### src/rtl/pipe_add_n.sv
// rtl/pipe_add_n.sv - carry-pipelined add/subtract unit with valid/ready flow control
//
// Splits a WIDTH-bit adder into SEGS segments of WIDTH/SEGS bits. Segment k is
// resolved in pipeline stage k; the carry between segments is registered, and
// the operand bits of later segments are skewed through registers so that they
// meet their carry in the right stage. The result appears SEGS cycles after
// the operand set is accepted.
//
// Optional build macro: PIPE_ADD_N_SAT_EN enables saturation of S on overflow
// (all ones in add mode, all zeros in subtract mode).
//
// Parameters:
//   WIDTH     operand and sum width, at least 2
//   SEGS      number of carry-pipeline segments, WIDTH must be a multiple of SEGS
// Ports:
//   CLK       clock, rising edge
//   RST       synchronous active-high reset
//   IN_VALID  operand set presented
//   IN_READY  operand set accepted this cycle (equals the pipeline advance)
//   A, B      operands
//   CI        carry-in (add) or borrow-in (subtract)
//   SUB       0 = add, 1 = subtract, captured with the operands
//   OUT_VALID S/CO/OVF hold a valid result
//   OUT_READY consumer takes the result this cycle
//   S         sum or difference
//   CO        carry-out; in subtract mode 1 means no borrow
//   OVF       unsigned overflow (add) or underflow (subtract)

module pipe_add_n #(
    parameter int WIDTH = 16,
    parameter int SEGS  = 4
) (
    input  logic             CLK,
    input  logic             RST,
    input  logic             IN_VALID,
    output logic             IN_READY,
    input  logic [WIDTH-1:0] A,
    input  logic [WIDTH-1:0] B,
    input  logic             CI,
    input  logic             SUB,
    output logic             OUT_VALID,
    input  logic             OUT_READY,
    output logic [WIDTH-1:0] S,
    output logic             CO,
    output logic             OVF
);

    localparam int SW   = WIDTH / SEGS;
    localparam int LAST = SEGS - 1;

    // The whole pipeline moves as one: it advances whenever the output slot is
    // empty or being drained this cycle.
    logic adv;

    assign adv      = ~OUT_VALID | OUT_READY;
    assign IN_READY = adv;

    for (genvar k = 0; k < SEGS; k++) begin : g_stage
        // Operand bits still to be consumed when entering stage k.
        localparam int IN_W  = WIDTH - k * SW;
        localparam int SUM_W = (k + 1) * SW;

        logic [IN_W-1:0]  a_in;
        logic [IN_W-1:0]  b_in;
        logic             c_in;
        logic             sub_in;
        logic             valid_in;
        logic [SW:0]      seg;
        logic [SUM_W-1:0] sum_nxt;

        // Stage k results: partial sum of segments 0..k, its carry, mode, valid.
        logic [SUM_W-1:0] sum_q;
        logic             carry_q;
        logic             sub_q;
        logic             valid_q;

        assign seg = {1'b0, a_in[SW-1:0]} + {1'b0, b_in[SW-1:0]} + {{SW{1'b0}}, c_in};

        if (k == 0) begin : g_head
            // Subtract is A + ~B + ~CI; inverting here lets every segment use
            // the same plain adder.
            assign a_in     = A;
            assign b_in     = SUB ? ~B : B;
            assign c_in     = SUB ? ~CI : CI;
            assign sub_in   = SUB;
            assign valid_in = IN_VALID;
            assign sum_nxt  = seg[SW-1:0];
        end else begin : g_body
            // Skew registers: operand bits for segments k.. travel alongside
            // the partial result of stage k-1.
            logic [IN_W-1:0] a_q;
            logic [IN_W-1:0] b_q;

            always_ff @(posedge CLK) begin
                if (RST) begin
                    a_q <= '0;
                    b_q <= '0;
                end else if (adv) begin
                    a_q <= g_stage[k-1].a_in[IN_W+SW-1:SW];
                    b_q <= g_stage[k-1].b_in[IN_W+SW-1:SW];
                end
            end

            assign a_in     = a_q;
            assign b_in     = b_q;
            assign c_in     = g_stage[k-1].carry_q;
            assign sub_in   = g_stage[k-1].sub_q;
            assign valid_in = g_stage[k-1].valid_q;
            assign sum_nxt  = {seg[SW-1:0], g_stage[k-1].sum_q};
        end

        always_ff @(posedge CLK) begin
            if (RST) begin
                sum_q   <= '0;
                carry_q <= 1'b0;
                sub_q   <= 1'b0;
                valid_q <= 1'b0;
            end else if (adv) begin
                sum_q   <= sum_nxt;
                carry_q <= seg[SW];
                sub_q   <= sub_in;
                valid_q <= valid_in;
            end
        end
    end

    logic [WIDTH-1:0] sum_w;
    logic             sub_w;

    assign sum_w     = g_stage[LAST].sum_q;
    assign sub_w     = g_stage[LAST].sub_q;
    assign OUT_VALID = g_stage[LAST].valid_q;
    assign CO        = g_stage[LAST].carry_q;
    // In subtract mode a carry-out of 1 means no borrow, so underflow is ~CO.
    assign OVF       = sub_w ? ~CO : CO;

`ifdef PIPE_ADD_N_SAT_EN
    assign S = OVF ? (sub_w ? {WIDTH{1'b0}} : {WIDTH{1'b1}}) : sum_w;
`else
    assign S = sum_w;
`endif

endmodule

### config.mk
export PLATFORM = sky130hd
export DESIGN_NAME = pipe_add_n
export DESIGN_NICKNAME = d
export VERILOG_FILES = /design/src/rtl/pipe_add_n.sv
export SDC_FILE = /design/constraint.sdc
export NUM_CORES = 1
export LEC_CHECK = 0
export CORE_ASPECT_RATIO = 1.75
export CORE_MARGIN = 8
export CORE_UTILIZATION = 48
export CTS_CLUSTER_DIAMETER = 30
export DETAILED_ROUTE_END_ITERATION = 10
export PLACE_DENSITY_LB_ADDON = 0.12
export REMOVE_ABC_BUFFERS = 1
export SETUP_SLACK_MARGIN = 0.4
export SLEW_MARGIN = 10
export SYNTH_ARGS = -nofsm -noshare
export SYNTH_HDL_FRONTEND = slang
export SYNTH_SLANG_ARGS = --single-unit
export TNS_END_PERCENT = 100
### constraint.sdc
create_clock -name CLK -period 2.16 [get_ports CLK]
set_input_delay 0.216 -clock CLK [delete_from_list [all_inputs] [get_ports CLK]]
set_output_delay 0.216 -clock CLK [all_outputs]
set_load 0.05 [all_outputs]
Word-level counts from Yosys, hierarchy flattened
Cells that the tools add are included.

cells by class
  add/subtract/negate cells = 8
  muxes and demuxes = 3
  bitwise gates (word level) = 5

operators with widths
  cell                  count
  adder 4 x 4 -> 5 bit  4
  adder 5 x 1 -> 5 bit  4
  2-to-1 mux 16 bit     1
  NOT 16 bit            1
  NOT 1 bit             3
  2-to-1 mux 1 bit      2
  OR 1 bit              1

storage, ports and cells
  register bits after elaboration = 100
  word-level logic and storage cells = 38

Logic depth before layout (Yosys ltp)
  depth in word-level cells = 4
  gate-level depth with buffers = 8
  depth with buffers taken out = 6

Worst setup path before layout
No wires, ideal clock.

  path type = input -> register
  start = in SUB
  end = reg g_stage[0].carry_q
  arrival = 1976 ps
  data required time = 2030 ps
  stages on the path = 8
  path slack = 53 ps
  path buffers = 2
  path through = buf_4 -> buf_6 -> xor2_1 -> fa_1 -> fa_1 -> a21o_1 -> a211oi_1 -> a211oi_1

between the ends
  cells in the longest elaborated chain, start to end = 3
  elaborated cells on any way between the ends = 4
  classes of those cells = 2 x add/sub; 2 x mux

ends and longest elaborated chain
  what                    line  RTL
  from (decl)             40    input logic SUB,
  2-to-1 mux 16 bit       83    assign b_in = SUB ? ~B : B;
  adder 4 x 4 -> 5 bit    77    assign seg = {1'b0, a_in[SW-1:0]} + {1'b0, b_in[SW-1:0]} + {{SW{1'b0}}, c_in};
  adder 5 x 1 -> 5 bit *  77
  to (signal assigned)    120   carry_q <= seg[SW];
  to (decl)               73    logic carry_q;

Mark *: on every way between the ends. The rest lies on a longest branch, timed or not.
A chain may end at the register's enable or synchronous reset.

Worst setup path in the final report
  start = in B[0]
  end = reg g_stage[0].carry_q

between the ends
  cells in the longest elaborated chain, start to end = 4

ends and longest elaborated chain
  what                    line  RTL
  from (decl)             38    input logic [WIDTH-1:0] B,
  NOT 16 bit              83
  2-to-1 mux 16 bit *     83
  adder 4 x 4 -> 5 bit *  77
  adder 5 x 1 -> 5 bit *  77

Marked as above.

==> results.cfg <==
[status]
status = complete, no violations

[grt]
grtUsageTotal_pct = 14.1
grt_pass1_vias = 3228
grt_first_pass_wirelength_um = 14100
grt_max_degree = 63
overflow = 0
antenna_found_initial = 0

[sta]
worst_slew_pin_slew_ns = 0.604
setup_ws_ns = 0.398
fmax_mhz = 568
setup_violations = 0
slew_viol_final = 0
relSlewSlack_pct = 59.7
finClkSkew_ns = 0.00378
layout_min_cycle_time_ns = 1.76
rsz0062_at_grt = yes
finalSetupTns_ns = 0
fin_crit_sh_pct = 81.6
finalHoldViolCount = 0

[worst_setup_path]
critPathCaptureType = flip-flop
r2r-start = g_stage[3].b_in[0]$_SDFFE_PP0P_
reg2reg_to = CO$_SDFFE_PP0P_
r2r_cells = 5
regToRegSetupSlack_ns = 0.48
required_ns = 2.36
path_max_fanout = 2
crit_arrival_ns = 1.96
critPathKind = primary input to flip-flop
cp-start-kind = primary input

[power_and_ir_drop]
sw_frac_of_total_pct = 22.9
leakage_uw = 0.00207
p_seq_share_pct = 48.2
clkPwrFrac_pct = 40.3
ir_drop_mv = 0.627
p_sw_uw = 961
p_int_uw = 3240
combPwrFrac_pct = 11.6
powerDensity_nw_per_um2 = 812

[routing]
via_per_inst = 4.91
dr.pass1.iters = 4
detail_route.iter0.violations = 138
wl_per_cell_um = 12.1
antenna_left = 0
route.detailed.drc = 0
via_count = 3226
wl_um = 7970

[floorplanning]
die_w_um = 86.7
boundaryPins = 58
dieArea_um2 = 12100
rows = 45
start_util_pct = 49.0
die_y_um = 140
core-area_um2 = 8560

[logic_synthesis]
synthCells = 491
synthSimpleGateAreaFrac_pct = 18.2
yosysTopAreaCellShare_pct = 47.7
netlist_area_um2 = 4190
synthFlopType = dfxtp_1
synth_area_per_cell_um2 = 8.54
ys_types = 26
synth_edf_count = 0
synth_warnings = 0
synth_top_family_by_area = simple AND/OR/NAND/NOR gates
synth.ff_latch_count = 100
synthArstFlopShare_pct = 0
synth-xor-area-share_pct = 4.60
synth_area_leaders = dfxtp_1 (48%), nand2_1 (13%), a21oi_1 (9.3%)
synth_top_area_cell = dfxtp_1
synth_most_common_cell = nand2_1
synth_fa_ha_area_share_pct = 7.40
ys_top_cells_by_count = nand2_1 (149), dfxtp_1 (100), a21oi_1 (78)
yosys-mux-area-fraction_pct = 0
seq_area_frac_synth_pct = 47.7
synth_compound_area_share_pct = 16.2

[cts]
cts_hold_buffers = 0
cts.reportedPaths.clkPinSlew_ns = 0.06
cts_tree = done
root_buffer = clkbuf_16
cts_setup_buffers = 0
numClockSinks = 100
cts_max_level = 3
cts_buffer_depth = 2
cts_buffers = 9
clock_latency_ns = 0.34

[cells_and_area]
layout-drive-gt1-share_pct = 7.59
multi_input_area_um2 = 1980
fin_area_um2 = 5180
fill_cells = 800
antenna_cells = 0
instances_no_fill = 657
regArea_um2 = 2000
area.growth.synth_to_final_pct = 23.5
layout.nets = 593

[placement]
portBuffers = 57
placed_area_um2 = 4820
place.detailed.hpwl_um = 5300
gp_congestion = 0.753
placedCellCount = 641
post-place-ws_ns = -0.268

[job]
max_cap_violations = 0

[hold_path]
min_to = S[3]$_SDFFE_PP0P_
min_path_cells = 2
worstHoldStart = RST
hold_path.class = primary input to flip-flop
[registers in the layout (all words and copies together) (netlist names)]
name,flops
g_stage.sub_q,4
OUT_VALID,1
CO,1
g_stage.carry_q,3
S,16
g_stage.a_in,24
g_stage.b_in,24
g_stage.sum_q,24
g_stage.valid_q,3
[through the flow]
step | hold WS, ns | util (%) | total power, uW
global route | 0.408 | 60.5 | 4390
global placement | 0.437 | 56.3 | 2530
detailed placement | 0.442 | 56.3 | 2550
CTS | 0.367 | 60.1 | 4250
finish | 0.373 | 60.5 | 4200
floorplan | 0.285 | - | 2340
[per-layer routing]
metal	share of wire, %	global-route usage [%]
met1	46	16.4
met3	4.4	4.19
met2	48	23.5
met5	0	0
met4	1.6	5.48
[area by class of cell]
cell class | count | area share (%)
sequential | 100 | 38.7
multi-input combinational | 346 | 38.2
timing repair buffer | 69 | 13.5
clock buffer | 11 | 4.69
tap | 117 | 2.83
clock inverter | 5 | 1.45
inverter | 9 | 0.701
[layout by cell type (no fill, tap or decap), drive strengths merged, types with 4 or more instances in the layout]
| cell | n |
|---|---|
| a21o | 5 |
| clkdlybuf4s50 | 50 |
| a211oi | 22 |
| o211ai | 4 |
| fa | 8 |
| xor2 | 8 |
| buf | 14 |
| inv | 9 |
| a21oi | 78 |
| dfxtp | 100 |
| ha | 12 |
| clkbuf | 11 |
| nand2 | 149 |
| a2111o | 4 |
| xnor2 | 14 |
| nand3b | 6 |
| nor2 | 24 |
[kinds of logic (layout without fill, tap and decap cells)]
group / count (synthesis) / in the layout
buffers and inverters: 45 / 94
AO/OA/AOI/OAI: 115 / 115
adder cells (fa/ha/maj): 20 / 20
AND/OR/NAND/NOR: 189 / 189
flip-flops: 100 / 100
XOR/XNOR: 22 / 22
[power by group through the flow]
stage	clock, uW	combinational (uW)	sequential, uW
floorplan	0	239	2100
global placement	0	469	2060
detailed placement	0	483	2070
CTS	1740	487	2030
global route	1800	547	2040
finish	1690	486	2020
[how the worst max path moves through the flow]
stage	startpoint	endpoint	slack, ns	cells after the start
after floorplan	OUT_VALID$_SDFFE_PP0P_	g_stage[1].sum_q[7]$_SDFFE_PP0P_	-0.77	4
after global placement	SUB	g_stage[0].carry_q$_SDFFE_PP0P_	-0.23	7
after detailed placement	SUB	g_stage[0].carry_q$_SDFFE_PP0P_	-0.27	7
after CTS	B[0]	g_stage[0].carry_q$_SDFFE_PP0P_	0.29	7
after global routing	B[0]	g_stage[0].carry_q$_SDFFE_PP0P_	0.34	7
final	B[0]	g_stage[0].carry_q$_SDFFE_PP0P_	0.40	7
[worst max-delay path, cell delays in order]
cell and delay [ns]:
clkdlybuf4s50_1 0.41, xor2_1 0.16, fa_2 0.39, fa_2 0.34, a21o_1 0.18, a211oi_2 0.18, a211oi_1 0.07
[what timing repair did]
item,4_1_cts,5_1_grt
endpoints found under the hold margin,0,0
resized for setup,6,9
setup endpoints to repair,5,9
pin swaps,1,9
(Power assumes the default switching activity.)
